[config.mk]
export PLATFORM = sky130hd
export DESIGN_NAME = acs_unit
export DESIGN_NICKNAME = d
export VERILOG_FILES = /design/src/rtl/viterbi_pkg.sv /design/src/rtl/acs_unit_cell.sv /design/src/rtl/acs_unit.sv
export SDC_FILE = /design/constraint.sdc
export NUM_CORES = 1
export LEC_CHECK = 0
export BUFFER_PORTS_ARGS = -buffer_cell sky130_fd_sc_hd__buf_2
export CORE_MARGIN = 5
export CORE_UTILIZATION = 57
export CTS_CLUSTER_SIZE = 20
export DETAILED_ROUTE_END_ITERATION = 7
export PLACE_DENSITY = 0.76
export SLEW_MARGIN = 20
export SYNTH_ARGS = -nofsm -noshare
export SYNTH_HDL_FRONTEND = slang
export SYNTH_SLANG_ARGS = --single-unit
export TNS_END_PERCENT = 10
[constraint.sdc]
create_clock -name clk -period 19.67 [get_ports clk]
set_input_delay 1.967 -clock clk [delete_from_list [all_inputs] [get_ports clk]]
set_output_delay 1.967 -clock clk [all_outputs]
set_load 0.1 [all_outputs]
[src/rtl/viterbi_pkg.sv]
// Shared definitions for the K=3 rate-1/2 (7,5) Viterbi decoder.
// Trellis tables are functions so the ACS and traceback agree.
package viterbi_pkg;

  localparam int NUM_STATES = 4;
  localparam int K = 3;
  localparam logic [2:0] G0 = 3'b111;
  localparam logic [2:0] G1 = 3'b101;
  localparam int PM_W_DEF = 8;

  typedef logic [1:0] state_t;
  typedef logic [1:0] sym_t;

  // State s = {u_t, u_t-1}; predecessor k of s is {s[0], k}.
  function automatic state_t pred_state(
    input state_t s,
    input logic   k
  );
    return {s[0], k};
  endfunction

  // Code symbol {c1, c0} emitted when input u leaves old state p.
  function automatic sym_t exp_sym(
    input state_t p,
    input logic   u
  );
    logic [2:0] reg3;
    reg3 = {u, p};
    return {^(reg3 & G1), ^(reg3 & G0)};
  endfunction

  // Hamming distance with erased bits contributing nothing.
  function automatic logic [1:0] sym_dist(
    input sym_t rx,
    input sym_t cw,
    input sym_t er
  );
    logic [1:0] d;
    d = (rx ^ cw) & ~er;
    return {1'b0, d[0]} + {1'b0, d[1]};
  endfunction

endpackage

[src/rtl/acs_unit_cell.sv]
// One add-compare-select butterfly half: two saturating
// candidates, smaller wins, ties go to predecessor a.
module acs_cell #(
  parameter int PM_W = 8
) (
  input  logic [PM_W-1:0] pm_a,
  input  logic [PM_W-1:0] pm_b,
  input  logic [1:0]      bm_a,
  input  logic [1:0]      bm_b,
  output logic [PM_W-1:0] pm_new,
  output logic            dec
);

  logic [PM_W:0]   sum_a;
  logic [PM_W:0]   sum_b;
  logic [PM_W-1:0] cand_a;
  logic [PM_W-1:0] cand_b;

  assign sum_a = {1'b0, pm_a} + (PM_W+1)'(bm_a);
  assign sum_b = {1'b0, pm_b} + (PM_W+1)'(bm_b);

  assign cand_a = sum_a[PM_W] ? '1 : sum_a[PM_W-1:0];
  assign cand_b = sum_b[PM_W] ? '1 : sum_b[PM_W-1:0];

  assign dec    = cand_b < cand_a;
  assign pm_new = dec ? cand_b : cand_a;

endmodule

[src/rtl/acs_unit.sv]
// Branch-metric + ACS stage of the 4-state Viterbi decoder.
// One symbol in, four metrics and four decision bits out a cycle later.
module acs_unit #(
  parameter int PM_W     = viterbi_pkg::PM_W_DEF,
  parameter int INIT_PM  = 32,
  parameter int NORM_THR = 64
) (
  input  logic            clk,
  input  logic            rst,
  input  logic            valid_i,
  input  logic            start_i,
  input  logic [1:0]      rx_i,
  input  logic [1:0]      erase_i,
  output logic [3:0]      dec_bits_o,
  output logic [PM_W-1:0] pm_s0_o,
  output logic [PM_W-1:0] pm_s1_o,
  output logic [PM_W-1:0] pm_s2_o,
  output logic [PM_W-1:0] pm_s3_o,
  output logic            valid_o
);

  import viterbi_pkg::*;

  localparam logic [PM_W-1:0] INIT = PM_W'(INIT_PM);
  localparam logic [PM_W-1:0] THR  = PM_W'(NORM_THR);

  logic [PM_W-1:0] pm_q   [NUM_STATES];
  logic [PM_W-1:0] old_pm [NUM_STATES];
  logic [PM_W-1:0] acs_pm [NUM_STATES];
  logic [PM_W-1:0] nxt_pm [NUM_STATES];
  logic [PM_W-1:0] pm_min;
  logic            norm;
  logic [3:0]      dec_new;
  logic [3:0]      dec_q;
  logic            vld_q;
  logic [1:0]      bm [4];

  // Only four distinct code symbols exist, so one BM per symbol.
  always_comb begin
    for (int s = 0; s < 4; s++) begin
      bm[s] = sym_dist(rx_i, 2'(s), erase_i);
    end
  end

  always_comb begin
    for (int j = 0; j < NUM_STATES; j++) begin
      if (start_i) begin
        old_pm[j] = (j == 0) ? '0 : INIT;
      end else begin
        old_pm[j] = pm_q[j];
      end
    end
  end

  for (genvar j = 0; j < NUM_STATES; j++) begin : g_acs
    localparam state_t PA = pred_state(2'(j), 1'b0);
    localparam state_t PB = pred_state(2'(j), 1'b1);
    localparam logic   U  = 1'(j >> 1);
    localparam sym_t   EA = exp_sym(PA, U);
    localparam sym_t   EB = exp_sym(PB, U);

    acs_cell #(
      .PM_W(PM_W)
    ) u_cell (
      .pm_a  (old_pm[PA]),
      .pm_b  (old_pm[PB]),
      .bm_a  (bm[EA]),
      .bm_b  (bm[EB]),
      .pm_new(acs_pm[j]),
      .dec   (dec_new[j])
    );
  end

  always_comb begin
    pm_min = acs_pm[0];
    for (int j = 1; j < NUM_STATES; j++) begin
      if (acs_pm[j] < pm_min) begin
        pm_min = acs_pm[j];
      end
    end
  end

  // Shifting all metrics by the same amount keeps every decision intact.
  assign norm = pm_min >= THR;

  always_comb begin
    for (int j = 0; j < NUM_STATES; j++) begin
      nxt_pm[j] = norm ? acs_pm[j] - THR : acs_pm[j];
    end
  end

  always_ff @(posedge clk) begin
    if (rst) begin
      pm_q[0] <= '0;
      pm_q[1] <= INIT;
      pm_q[2] <= INIT;
      pm_q[3] <= INIT;
      dec_q   <= '0;
      vld_q   <= 1'b0;
    end else begin
      vld_q <= valid_i;
      if (valid_i) begin
        for (int j = 0; j < NUM_STATES; j++) begin
          pm_q[j] <= nxt_pm[j];
        end
        dec_q <= dec_new;
      end else if (start_i) begin
        pm_q[0] <= '0;
        pm_q[1] <= INIT;
        pm_q[2] <= INIT;
        pm_q[3] <= INIT;
      end
    end
  end

  assign pm_s0_o    = pm_q[0];
  assign pm_s1_o    = pm_q[1];
  assign pm_s2_o    = pm_q[2];
  assign pm_s3_o    = pm_q[3];
  assign dec_bits_o = dec_q;
  assign valid_o    = vld_q;

endmodule
[After elaboration in Yosys (flattened, before gate mapping)]
Memories as Yosys holds them, arrays and structs flattened.
Index checks and enable logic that the tools add are counted.
Word-level totals
  word-level logic and storage cells: 83
  register bits: 5
  ROM bits: 0
  latch bits: 0
  output and inout bits: 37
  memories kept: 1
  bits in writable memories: 32
Operators by class
  magnitude comparators: 8
  div/mod/pow operators: 0
  multipliers: 0
  bitwise gates (word level): 16
  mux-type cells: 40
  reduce and logical (&&, ||, !) cells: 0
  $add $sub $neg: 16
  eq/ne operators: 0
  shift-type cells: 0
Memories
  pm_q: words 4, width 8, read ports 4, clocked after Yosys merged registers in 0, wr ports 4, RTL line acs_unit.sv:27  | logic [PM_W-1:0] pm_q [NUM_STATES];
Operators by type and width (number)
  $mux 8: 31
  $add 8x2->9: 8
  $lt 8x8->1: 7
  $sub 8x7->8 const B: 4
  $mux 1: 9
  $add 1x1->2: 4
  $and 2x2->2: 4
  $ge 8x7->1 const B: 1
  $or 1x1->1: 8
  $not 2->2: 2
  $not 1->1: 2

[Longest topological paths before layout]
  depth after elaboration: 17
  gate-level depth with buffers: 54
  mapped depth without buffers: 46

[Modules after synthesis]
A second synthesis with hierarchy kept.
Second synthesis, totals
  cell total of the unflattened synthesis: 681
  area total of the unflattened synthesis: 5445.2 um^2
By module, submodules not included
  acs_cell: times used 4, area each 723.2 um^2, cells an instance 103
  acs_unit: times used 1, area each 2552.4 um^2, cells an instance 269

[Worst setup path before layout]
No wires, ideal clock.
  path type: input to register
  start point: input start_i
  end point: memory pm_q[1][7] (data pin)
  stages on the path: 48
  required time: 19522 ps
  slack: 8720 ps
  library setup time: 148 ps
  arrival: 10802 ps
  path through: buf_2 -> clkbuf_1 -> clkbuf_1 -> clkbuf_1 -> nand2b_1 -> inv_1 -> ha_1 -> a21oi_1 -> nor2_1 -> xor2_1 -> or3_1 -> ha_1 -> nand3_1 -> a21boi_1 -> or3_1 -> clkbuf_1 -> or2_1 -> buf_2 -> (+12 left out) -> o21ai_0 -> ha_1 -> a21o_1 -> a21o_1 -> a21oi_1 -> o2111ai_1 -> o31ai_4 -> clkbuf_1 -> a21oi_1 -> ha_1 -> a21oi_1 -> nor2b_1 -> o21ai_0 -> nand2_1 -> a311oi_4 -> nor3_2 -> or4_1 -> a21oi_1
RTL lines
  from (decl): RTL line acs_unit.sv:11  | input logic start_i,
  to (decl): RTL line acs_unit.sv:27

==> results_dict.tcl <==
set metrics [dict create \
    syn_avg_cell_area_um2 7.56 \
    ys_types 78 \
    syn_to_final_growth_pct 6.11 \
    avgRoutedWirePerCell_um 19.9 \
    path_common_cell "a21o_1" \
    status "finished, final reports clean" \
    placed_area_um2 5760 \
    r2r_cells 40 \
    whs_endpoint "dec_bits_o[1]" \
    cts_max_path_buffers 2 \
    r2r_start "pm_q[3][0]" \
    syn-num-nets 804 \
    setup_viol 0 \
    grt_max_degree 62 \
    final_area_um2 5840 \
    hp-start "dec_bits_o[1]" \
    max_freq_mhz 81.7 \
    hold_violations 0 \
    vias_per_cell 6.51 \
    slowest_stage "o31ai_4" \
    cp.required_ps 19790 \
    ys_warn_count 0 \
    die_x_um 108 \
    drtIter0Drc 600 \
    rows 35 \
    cap_viol_max_count 0 \
    drive_above_1_share_pct 11.1 \
    cts-hold-fix-buffers 0 \
    ys_seq_elements 37 \
    antenna_found_initial 0 \
    cts_tree "built" \
    skew_ps 12.1 \
    firstDrtPassIters 5 \
    fin_setup_tns_ps 0 \
    syn-cell-area_um2 5510 \
    hp-class "reg -> reg" \
    coreArea_um2 9330 \
    rsz0062_at_grt "false" \
    gp_congestion 1.09 \
    cp-end-kind "register" \
    worst_hold_slack_ps 499 \
    r2r_end "pm_q[2][7]" \
    cp-start-kind "input port" \
    min_period_ps 12240 \
    synth_edf_count 16 \
    hold_depth 2 \
    num_vias 5732 \
    critical_path_class "in -> reg" \
    die_h_um 108 \
    clk_latency_ps 300 \
    path_clk_slew_ps 80 \
    worstSetupStartpoint "erase_i[1]" \
    wl_mm 17.5 \
    slew_headroom_pct 40.4 \
    ctsResizeCount 0 \
    report.final.slew_viol_count 0 \
    synth_cells 728 \
    grt_pass1_vias 5582 \
    nFillCells 892 \
    nNetsFinal 826 \
    reg2reg_slack_ps 9450 \
    diodes 0 \
    max_stage_delay_ps 620 \
    synth_ff_type "dfxtp_1" \
    cts_root_buf "clkbuf_8" \
    cts.sinks 37 \
    pin_count 45 \
    dp_hpwl_mm 14.0 \
    drtAntennaViolNets 0 \
    io_buffer_count 44 \
    critPathMaxFanout 14 \
    critPathArrivalTime_ps 12360 \
    drc_errors 0 \
    gr-total-overflow 0 \
    numCtsBuffers 5 \
    synthArstFlopShare_pct 0 \
    dieArea_um2 11700 \
    yosysSeqAreaShare_pct 16.4 \
    post-cts-setup-buffers 0 \
    start_util_pct 59.0 \
    postLayoutCoreUtil_pct 62.6 \
    grt_pass1_wl_mm 28.5 \
    h-tree-depth 2 \
    worstMarginPinSlew_ps 888 \
    finalCritPeriodShare_pct 62.2 \
    track_usage_pct 30.8 \
]
## critical path, delay by kind of cell
| family | cells | cell delay [ps] |
|---|---|---|
| simple gates | 15 | 3820 |
| buf+inv | 4 | 440 |
| fa+ha+maj | 5 | 1740 |
| mux | 4 | 1260 |
| compound gates | 15 | 3120 |
## kinds of logic (layout without fill, tap and decap cells)
logic type | count (synthesis) | in the layout | synth area share (%)
adder cells (fa/ha/maj) | 68 | 68 | 16.5
flip-flops | 37 | 37 | 16.4
AO/OA/AOI/OAI | 169 | 169 | 21.5
multiplexers | 28 | 28 | 5.27
buffers and inverters | 73 | 96 | 5.45
XOR/XNOR | 29 | 29 | 4.61
AND/OR/NAND/NOR | 324 | 324 | 30.3
## cells in the mapped netlist (20+ instances only)
cell	count	share of area (%)
dfxtp_1	21	7.6
o21ai_0	27	2.5
nand3_1	23	2.1
ha_1	60	14
a21oi_1	56	5.1
inv_1	42	2.9
nor2b_1	20	2.3
nor3_1	31	2.8
mux2i_1	20	3.6
nor2_1	112	7.6
nand2b_1	25	2.8
nand2_1	40	2.7
## area by class of cell
type	instances	area (µm²)	area share, %
inverter	42	158	2.70
clock inverter	2	10.0	0.171
clock buffer	6	72.6	1.24
sequential	37	901	15.4
multi-input combinational	618	4310	73.7
timing repair buffer	46	235	4.03
tap	129	161	2.76
## cell usage in the layout (no fill, tap or decap), types with 10 or more instances in the layout
cell type / synthesis / routed
ha_1: 60 / 60
nand2_1: 40 / 40
a21oi_1: 56 / 56
dfxtp_1: 21 / 21
nor2_1: 112 / 112
xor2_1: 12 / 12
or3_1: 12 / 12
nor3_1: 31 / 31
inv_1: 42 / 42
mux2i_1: 20 / 20
nor2b_1: 20 / 20
xnor2_1: 17 / 17
nand2b_1: 25 / 25
o21ai_0: 27 / 27
nand3_1: 23 / 23
buf_2: 12 / 44
a21o_1: 10 / 10
edfxtp_1: 16 / 16
nand4_1: 12 / 12
## per-layer routing
layer | track usage [%] | up-vias | wire length, µm
li1 | - | 2671 | -
met1 | 43.8 | 2735 | 7890
met2 | 48.8 | 300 | 7650
met3 | 5.13 | 26 | 1750
met4 | 6.94 | 0 | 255
met5 | 0 | - | 0
## state kept, by name, indices dropped and copies added (netlist names)
signal,flops
pm_q,32
dec_bits_o,4
valid_o,1
## through the flow
stage	cells	setup slack, ps
2_1_floorplan	728	8720
3_5_place_dp	872	7410
4_1_cts	880	7720
5_1_grt	880	6780
6_report	880	7430
3_3_place_gp	872	7830
## worst max-delay path by stage
stage	endpoint	cells after the start	slack, ps
floorplan	pm_q[1][7]	48	8720
global placement	pm_q[1][7]	43	7830
detailed placement	pm_q[2][7]	41	7410
CTS	pm_q[2][7]	43	7720
global route	pm_q[1][7]	42	6780
finish	pm_q[2][7]	43	7430
Power is not shown: default switching activity piles up to over one toggle a cycle in this logic, so the estimate is an artifact.
